$ cat src/rtl/fp_align_mantissas.sv
// fp_align_mantissas: two-stage select/shift alignment for the single-precision adder
module fp_align_mantissas (
    input  logic        clk,
    input  logic        reset_n,
    input  logic        in_valid,
    output logic        in_ready,
    input  logic [23:0] mant1,
    input  logic [23:0] mant2,
    input  logic        exp1_ge,
    input  logic [7:0]  diff,
    input  logic [7:0]  exp_r,
    output logic        out_valid,
    input  logic        out_ready,
    output logic [23:0] mant_big,
    output logic [26:0] mant_small,
    output logic [7:0]  exp_out,
    output logic        big_is_1
);
    logic        s1_v, s2_v, adv;
    logic [23:0] s1_big, s1_small;
    logic [7:0]  s1_diff, s1_exp;
    logic        s1_b1;
    logic [26:0] ext, sh, lost, shifted;
    assign adv       = !s2_v || out_ready;
    assign in_ready  = !s1_v || adv;
    assign out_valid = s2_v;
    // right shift with guard/round kept and every lost bit folded into sticky
    always_comb begin
        ext     = {s1_small, 3'b000};
        sh      = ext >> s1_diff[4:0];
        lost    = ext & ~({27{1'b1}} << s1_diff[4:0]);
        shifted = (s1_diff >= 8'd27) ? {26'b0, |s1_small} : {sh[26:1], sh[0] | (|lost)};
    end
    // stage 1: pick the larger-exponent mantissa and capture the operand set
    always_ff @(posedge clk or negedge reset_n) begin
        if (!reset_n) begin
            s1_v     <= 1'b0;
            s1_big   <= '0;
            s1_small <= '0;
            s1_diff  <= '0;
            s1_exp   <= '0;
            s1_b1    <= 1'b0;
        end else if (in_ready) begin
            s1_v <= in_valid;
            if (in_valid) begin
                s1_big   <= exp1_ge ? mant1 : mant2;
                s1_small <= exp1_ge ? mant2 : mant1;
                s1_diff  <= diff;
                s1_exp   <= exp_r;
                s1_b1    <= exp1_ge;
            end
        end
    end
    // stage 2: output register, held while downstream stalls
    always_ff @(posedge clk or negedge reset_n) begin
        if (!reset_n) begin
            s2_v       <= 1'b0;
            mant_big   <= '0;
            mant_small <= '0;
            exp_out    <= '0;
            big_is_1   <= 1'b0;
        end else if (adv) begin
            s2_v <= s1_v;
            if (s1_v) begin
                mant_big   <= s1_big;
                mant_small <= shifted;
                exp_out    <= s1_exp;
                big_is_1   <= s1_b1;
            end
        end
    end
endmodule

$ cat config.mk
export PLATFORM = sky130hd
export DESIGN_NAME = fp_align_mantissas
export DESIGN_NICKNAME = d
export VERILOG_FILES = /design/src/rtl/fp_align_mantissas.sv
export SDC_FILE = /design/constraint.sdc
export NUM_CORES = 1
export LEC_CHECK = 0
export BUFFER_PORTS_ARGS = -buffer_cell sky130_fd_sc_hd__buf_2
export CORE_AREA = 4 4 112 114
export CTS_CLUSTER_SIZE = 25
export DETAILED_ROUTE_END_ITERATION = 8
export DIE_AREA = 0 0 116 118
export GPL_TIMING_DRIVEN = 0
export PLACE_DENSITY = 0.82
export REMOVE_ABC_BUFFERS = 1
export SYNTH_ARGS = -nofsm -noshare
export SYNTH_HDL_FRONTEND = slang
export SYNTH_SLANG_ARGS = --single-unit
$ cat constraint.sdc
create_clock -name clk -period 5.9 [get_ports clk]
set_input_delay 0.295 -clock clk [delete_from_list [all_inputs] [get_ports clk]]
set_output_delay 0.295 -clock clk [all_outputs]
set_load 0.02 [all_outputs]
=== Word-level counts from Yosys, hierarchy flattened ===
Index checks and enable logic that the tools add are counted.

* Bits in registers: 127
* Input bits: 69
* Output and inout port bits: 62
* Word-level logic and storage cells: 28

* Reductions and logical operators: 8
* Muxes and demuxes: 3
* Order comparisons: 1
* Bitwise logic cells: 3
* Shift operators: 2

{| class="wikitable"
|+ Operators with widths
! kind !! count
|-
| $mux W24 || 2
|-
| $and A27 B27 Y27 || 1
|-
| $mux W27 || 1
|-
| $not A27 Y27 || 1
|-
| $reduce_or A27 Y1 || 1
|-
| $shl A27 B5 Y27 const A || 1
|-
| $shr A27 B5 Y27 || 1
|-
| $reduce_or A24 Y1 || 1
|-
| $ge A8 B5 Y1 const B || 1
|-
| $reduce_and A2 Y1 || 2
|-
| $logic_not A1 Y1 || 2
|-
| $logic_or A1 B1 Y1 || 2
|-
| $or A1 B1 Y1 || 1
|}

=== Logic depth before layout (Yosys ltp) ===
* Depth after elaboration: 6
* Mapped depth: 9
* Depth with buffers taken out: 5

=== Least setup slack after synthesis ===
No wires, ideal clock.

* Path type: register to register
* Start: register s2_v (netlist: out_valid)
* End: register s1_diff[6]
* Data arrival time: 1,856 ps
* Period minus slack after synthesis: 1,981 ps
* Cell stages (with the launch flop): 6
* Required time: 5,775 ps
* Library setup time: 125 ps
* Slack: 3,919 ps
* Buffers on the path: 2
* Cell sequence: dfrtp_1 > nand3b_1 > nand2_1 > clkbuf_1 > clkbuf_1 > mux2_2

* Longest elaborated chain between the ends: 4

{| class="wikitable"
|+ Ends and longest elaborated chain
! element !! RTL line !! source
|-
| start: declaration || 19 || <nowiki>logic s1_v, s2_v, adv;</nowiki>
|-
| start signal: assignment || 63 || <nowiki>s2_v <= s1_v;</nowiki>
|-
| $logic_not A1 Y1 || 24 || <nowiki>assign adv = !s2_v || out_ready;</nowiki>
|-
| $logic_or A1 B1 Y1 || 24 ||
|-
| $logic_or A1 B1 Y1 || 25 || <nowiki>assign in_ready = !s1_v || adv;</nowiki>
|-
| via in_ready || 6 || <nowiki>output logic in_ready,</nowiki>
|-
| $reduce_and A2 Y1 (no source line) || -- ||
|-
| end signal: assignment || 48 || <nowiki>s1_diff <= diff;</nowiki>
|-
| end: declaration || 21 || <nowiki>logic [7:0] s1_diff, s1_exp;</nowiki>
|}

The timed path passes the listed nets, and every way through them passes these cells.
A chain may end at the register's enable or synchronous reset.

=== Worst setup path in the final report ===
* Start: register s1_diff[3]
* End: register mant_small[0]

* Longest elaborated chain between the ends: 6
* Elaborated cells between the ends (all ways): 8
* Those cells by class: order compare (1); shift (2); mux (1); bitwise (3); reduce/logical (1)

{| class="wikitable"
|+ Ends and longest elaborated chain
! element !! RTL line !! source
|-
| $shl A27 B5 Y27 || 31 || <nowiki>lost = ext & ~({27{1'b1}} << s1_diff[4:0]);</nowiki>
|-
| $not A27 Y27 || 31 ||
|-
| $and A27 B27 Y27 || 31 ||
|-
| $reduce_or A27 Y1 || 32 || <nowiki>shifted = (s1_diff >= 8'd27) ? {26'b0, |s1_small} : {sh[26:1], sh[0] | (|lost)};</nowiki>
|-
| $or A1 B1 Y1 || 32 ||
|-
| $mux W27 * || 32 ||
|-
| end signal: assignment || 66 || <nowiki>mant_small <= shifted;</nowiki>
|-
| end: declaration || 15 || <nowiki>output logic [26:0] mant_small,</nowiki>
|}

Mark *: on every way between the ends. The rest lies on a longest branch, timed or not.

==> run_results.csv <==
group,metric,value,unit
pwr,cellLeakagePower,3.81,nW
cts,cts_tree,"yes",
pwr,total_power,2.99,mW
setup_path,r2r_slack,2870,ps
sta,drv_slew,0,
grt,grt_pass1_wl,27200,µm
floorplanning,core_region_area,11400,µm²
routing,drt_pass1_iterations,5,
logic_synthesis,yosys_warnings,0,
hold_path,hold_end,"s1_exp[5]",
pwr,clkPwrFrac,35.5,%
place,dp_hpwl,11000,µm
cts,cts-buffers-inserted,17,
setup_path,path_max_fanout,33,
routing,vias,5336,
cts,cts_max_level,4,
routing,wl_per_cell,19.0,µm
setup_path,critPathKind,"reg2reg",
setup_path,reg2reg_depth,5,
logic_synthesis,async_flop_share,100,%
routing,drc,0,
grt,grt_max_degree,84,
grt,grt_use_total,25.1,%
grt,grt_overflow_total,0,
cts,numClockSinks,127,
place,gp_congestion,0.910,
floorplanning,start_util,59.9,%
layout,area_growth,18.5,%
cts,clockRootBuffer,"clkbuf_16",
grt,antenna_found_initial,0,
cts,cts_resized,0,
cts,post_cts_buffers,0,
layout,final_nets,783,
logic_synthesis,ys_ff_latch,127,
setup_path,slowest_stage,"dfrtp_1",
routing,avgViaCountPerCell,6.13,
sta,relSlewSlack,27.4,%
setup_path,r2r_start,"s1_diff[3]",
flow_run,drv_cap,0,
cts,path_clk_slew,60,ps
pwr,power_per_cell_area,369,nW/µm²
logic_synthesis,synth_cell_types,51,
sta,setup_violations,0,
place,dpl_worst_slack,2280,ps
logic_synthesis,synth-seq-area-share,46.4,%
sta,timing_hold_violations_final,0,
hold_path,hold_depth,2,
layout,drive_gt1_share,34.3,%
logic_synthesis,syn_avg_cell_area,11.0,µm²
logic_synthesis,syn_inst,621,
setup_path,start_kind,"flip-flop",
cts,insertion_delay,420,ps
sta,skew,8.02,ps
routing,ant_nets,0,
logic_synthesis,synth-main-ff-cell,"dfrtp_1",
setup_path,critPathCaptureType,"flip-flop",
logic_synthesis,syn-cell-area,6840,µm²
pwr,ir_drop,0.299,mV
floorplanning,fp.dieH,118,µm
pwr,power.internal,2.04,mW
grt,grt_pass1_vias,5446,
hold_path,hp-start,"exp_r[5]",
sta,tns,0,ps
cts,holdBufCountCts,1,
setup_path,critPathRequiredTime,6240,ps
sta,max_slew.worst_pin.slew,1090,ps
floorplanning,fp-row-count,39,
layout,finish.utilization,71.0,%
logic_synthesis,synth-edff-count,0,
place,port_buffers,130,
sta,fmax,0.330,GHz
setup_path,reg2reg_to,"mant_small[0]",
floorplanning,io_pins,131,
sta,rsz0062_at_grt,"no",
pwr,p_sw_share,31.8,%
setup_path,slowest_delay,1060,ps
cts,clockBufferDepth,2,
sta,worst_slack,2870,ps
pwr,switchingPower,950,µW
setup_path,cp.arrival,3370,ps
layout,stdcell_count,870,
hold_path,min_path_type,"in2reg",
routing,drt_iter0_drc,504,
routing,drt-total-wl,16500,µm
floorplanning,die_x,116,µm
sta,fin_crit_sh,51.4,%
pwr,combPwrFrac,25.0,%
sta,period_needed,3030,ps
status,outcome,"finished, final reports clean",
layout,antennaDiodeCount,0,
place,dp.cells,836,
layout,nFillCells,853,
pwr,p_seq_share,39.4,%
setup_path,cp_cell_sequence,"clkinv_1 -> nor2_1 -> a2111oi_0 -> o2111a_1 -> a41oi_1",
floorplanning,dieArea,13700,µm²
## worst max-delay path by stage
stage / start / slack [ps] / endpoint
2_1_floorplan: out_valid / 2880 / s1_b1
3_3_place_gp: s1_diff[2] / 2290 / mant_small[5]
3_5_place_dp: s1_diff[2] / 2280 / mant_small[5]
4_1_cts: s1_diff[2] / 2280 / mant_small[5]
5_1_grt: s1_diff[3] / 2640 / mant_small[0]
6_report: s1_diff[3] / 2870 / mant_small[0]
## per-stage QoR
step / hold slack (ps) / area, µm²
2_1_floorplan: -0.591 / 6550
3_3_place_gp: 457 / 7380
3_5_place_dp: 250 / 7470
4_1_cts: 87.9 / 8090
5_1_grt: 91.5 / 8110
6_report: 101 / 8110
## layer usage
metal / wire (µm) / up-vias / GRT usage [%]
met1: 6790 / 2587 / 33.4
met2: 7970 / 255 / 38.8
li1: - / 2465 / -
met4: 320 / 0 / 9.14
met5: 0 / - / 0
met3: 1410 / 29 / 7.51
## cell type report
class | count | area, µm² | share of cell area, %
clock buffers | 22 | 464 | 5.73
clock inverters | 10 | 136 | 1.68
inverters | 7 | 26.3 | 0.324
multi-input cells | 426 | 3360 | 41.4
flip-flops and latches | 127 | 3180 | 39.2
well taps | 143 | 179 | 2.21
repair buffers | 135 | 762 | 9.40
## flip-flops by register name, indices dropped and copies added, names as in the netlist
register    count
s1_small       24
mant_big       24
s1_exp          8
s1_diff         8
big_is_1        1
s1_big         24
out_valid       1
exp_out         8
s1_b1           1
mant_small     27
s1_v            1
## Yosys cell counts (6+ instances only)
library cell    n  area (µm²)
nand2_1        88         330
clkbuf_1       41         154
nor2_1         15        56.3
a21oi_1        20         100
a211oi_1        7        52.6
dfrtp_1       127        3180
nor4_1          6        37.5
mux4_2         22         495
buf_2          11        55.1
mux2i_1        76         761
o21ai_0        63         315
mux2_2         55         619
buf_4           6        45.0
a22o_1          7        61.3
## critical path: cells and delay by family (launching register included)
kind	cells	cell delay, ps
AO/OA/AOI/OAI	3	650
flip-flops	1	1060
AND/OR/NAND/NOR	1	390
buffers and inverters	1	840
## power by group through the flow
stage               clock (mW)  combinational (mW)  sequential (mW)
floorplan                    0               0.414             1.24
global route              1.12               0.813             1.20
global placement             0               0.714             1.19
CTS                       1.07               0.752             1.18
finish                    1.06               0.748             1.18
detailed placement           0               0.746             1.19
## cell usage in the layout, fill, tap and decap left out, types with 15 or more instances in the layout
master / Yosys / final
a21oi_1: 20 / 20
buf_2: 11 / 129
clkbuf_16: 0 / 17
dfrtp_1: 127 / 124
mux2_2: 55 / 55
mux2i_1: 76 / 76
mux4_2: 22 / 22
nand2_1: 88 / 86
nor2_1: 15 / 15
o21ai_0: 63 / 63
## kinds of logic (layout without fill, tap and decap cells)
group / after synthesis / after routing / synth area share [%]
compound gates: 138 / 138 / 12.7
buf+inv: 68 / 174 / 4.72
flops: 127 / 127 / 46.4
mux: 153 / 153 / 27.4
simple gates: 135 / 135 / 8.70
Power figures use the tool's default switching activity.
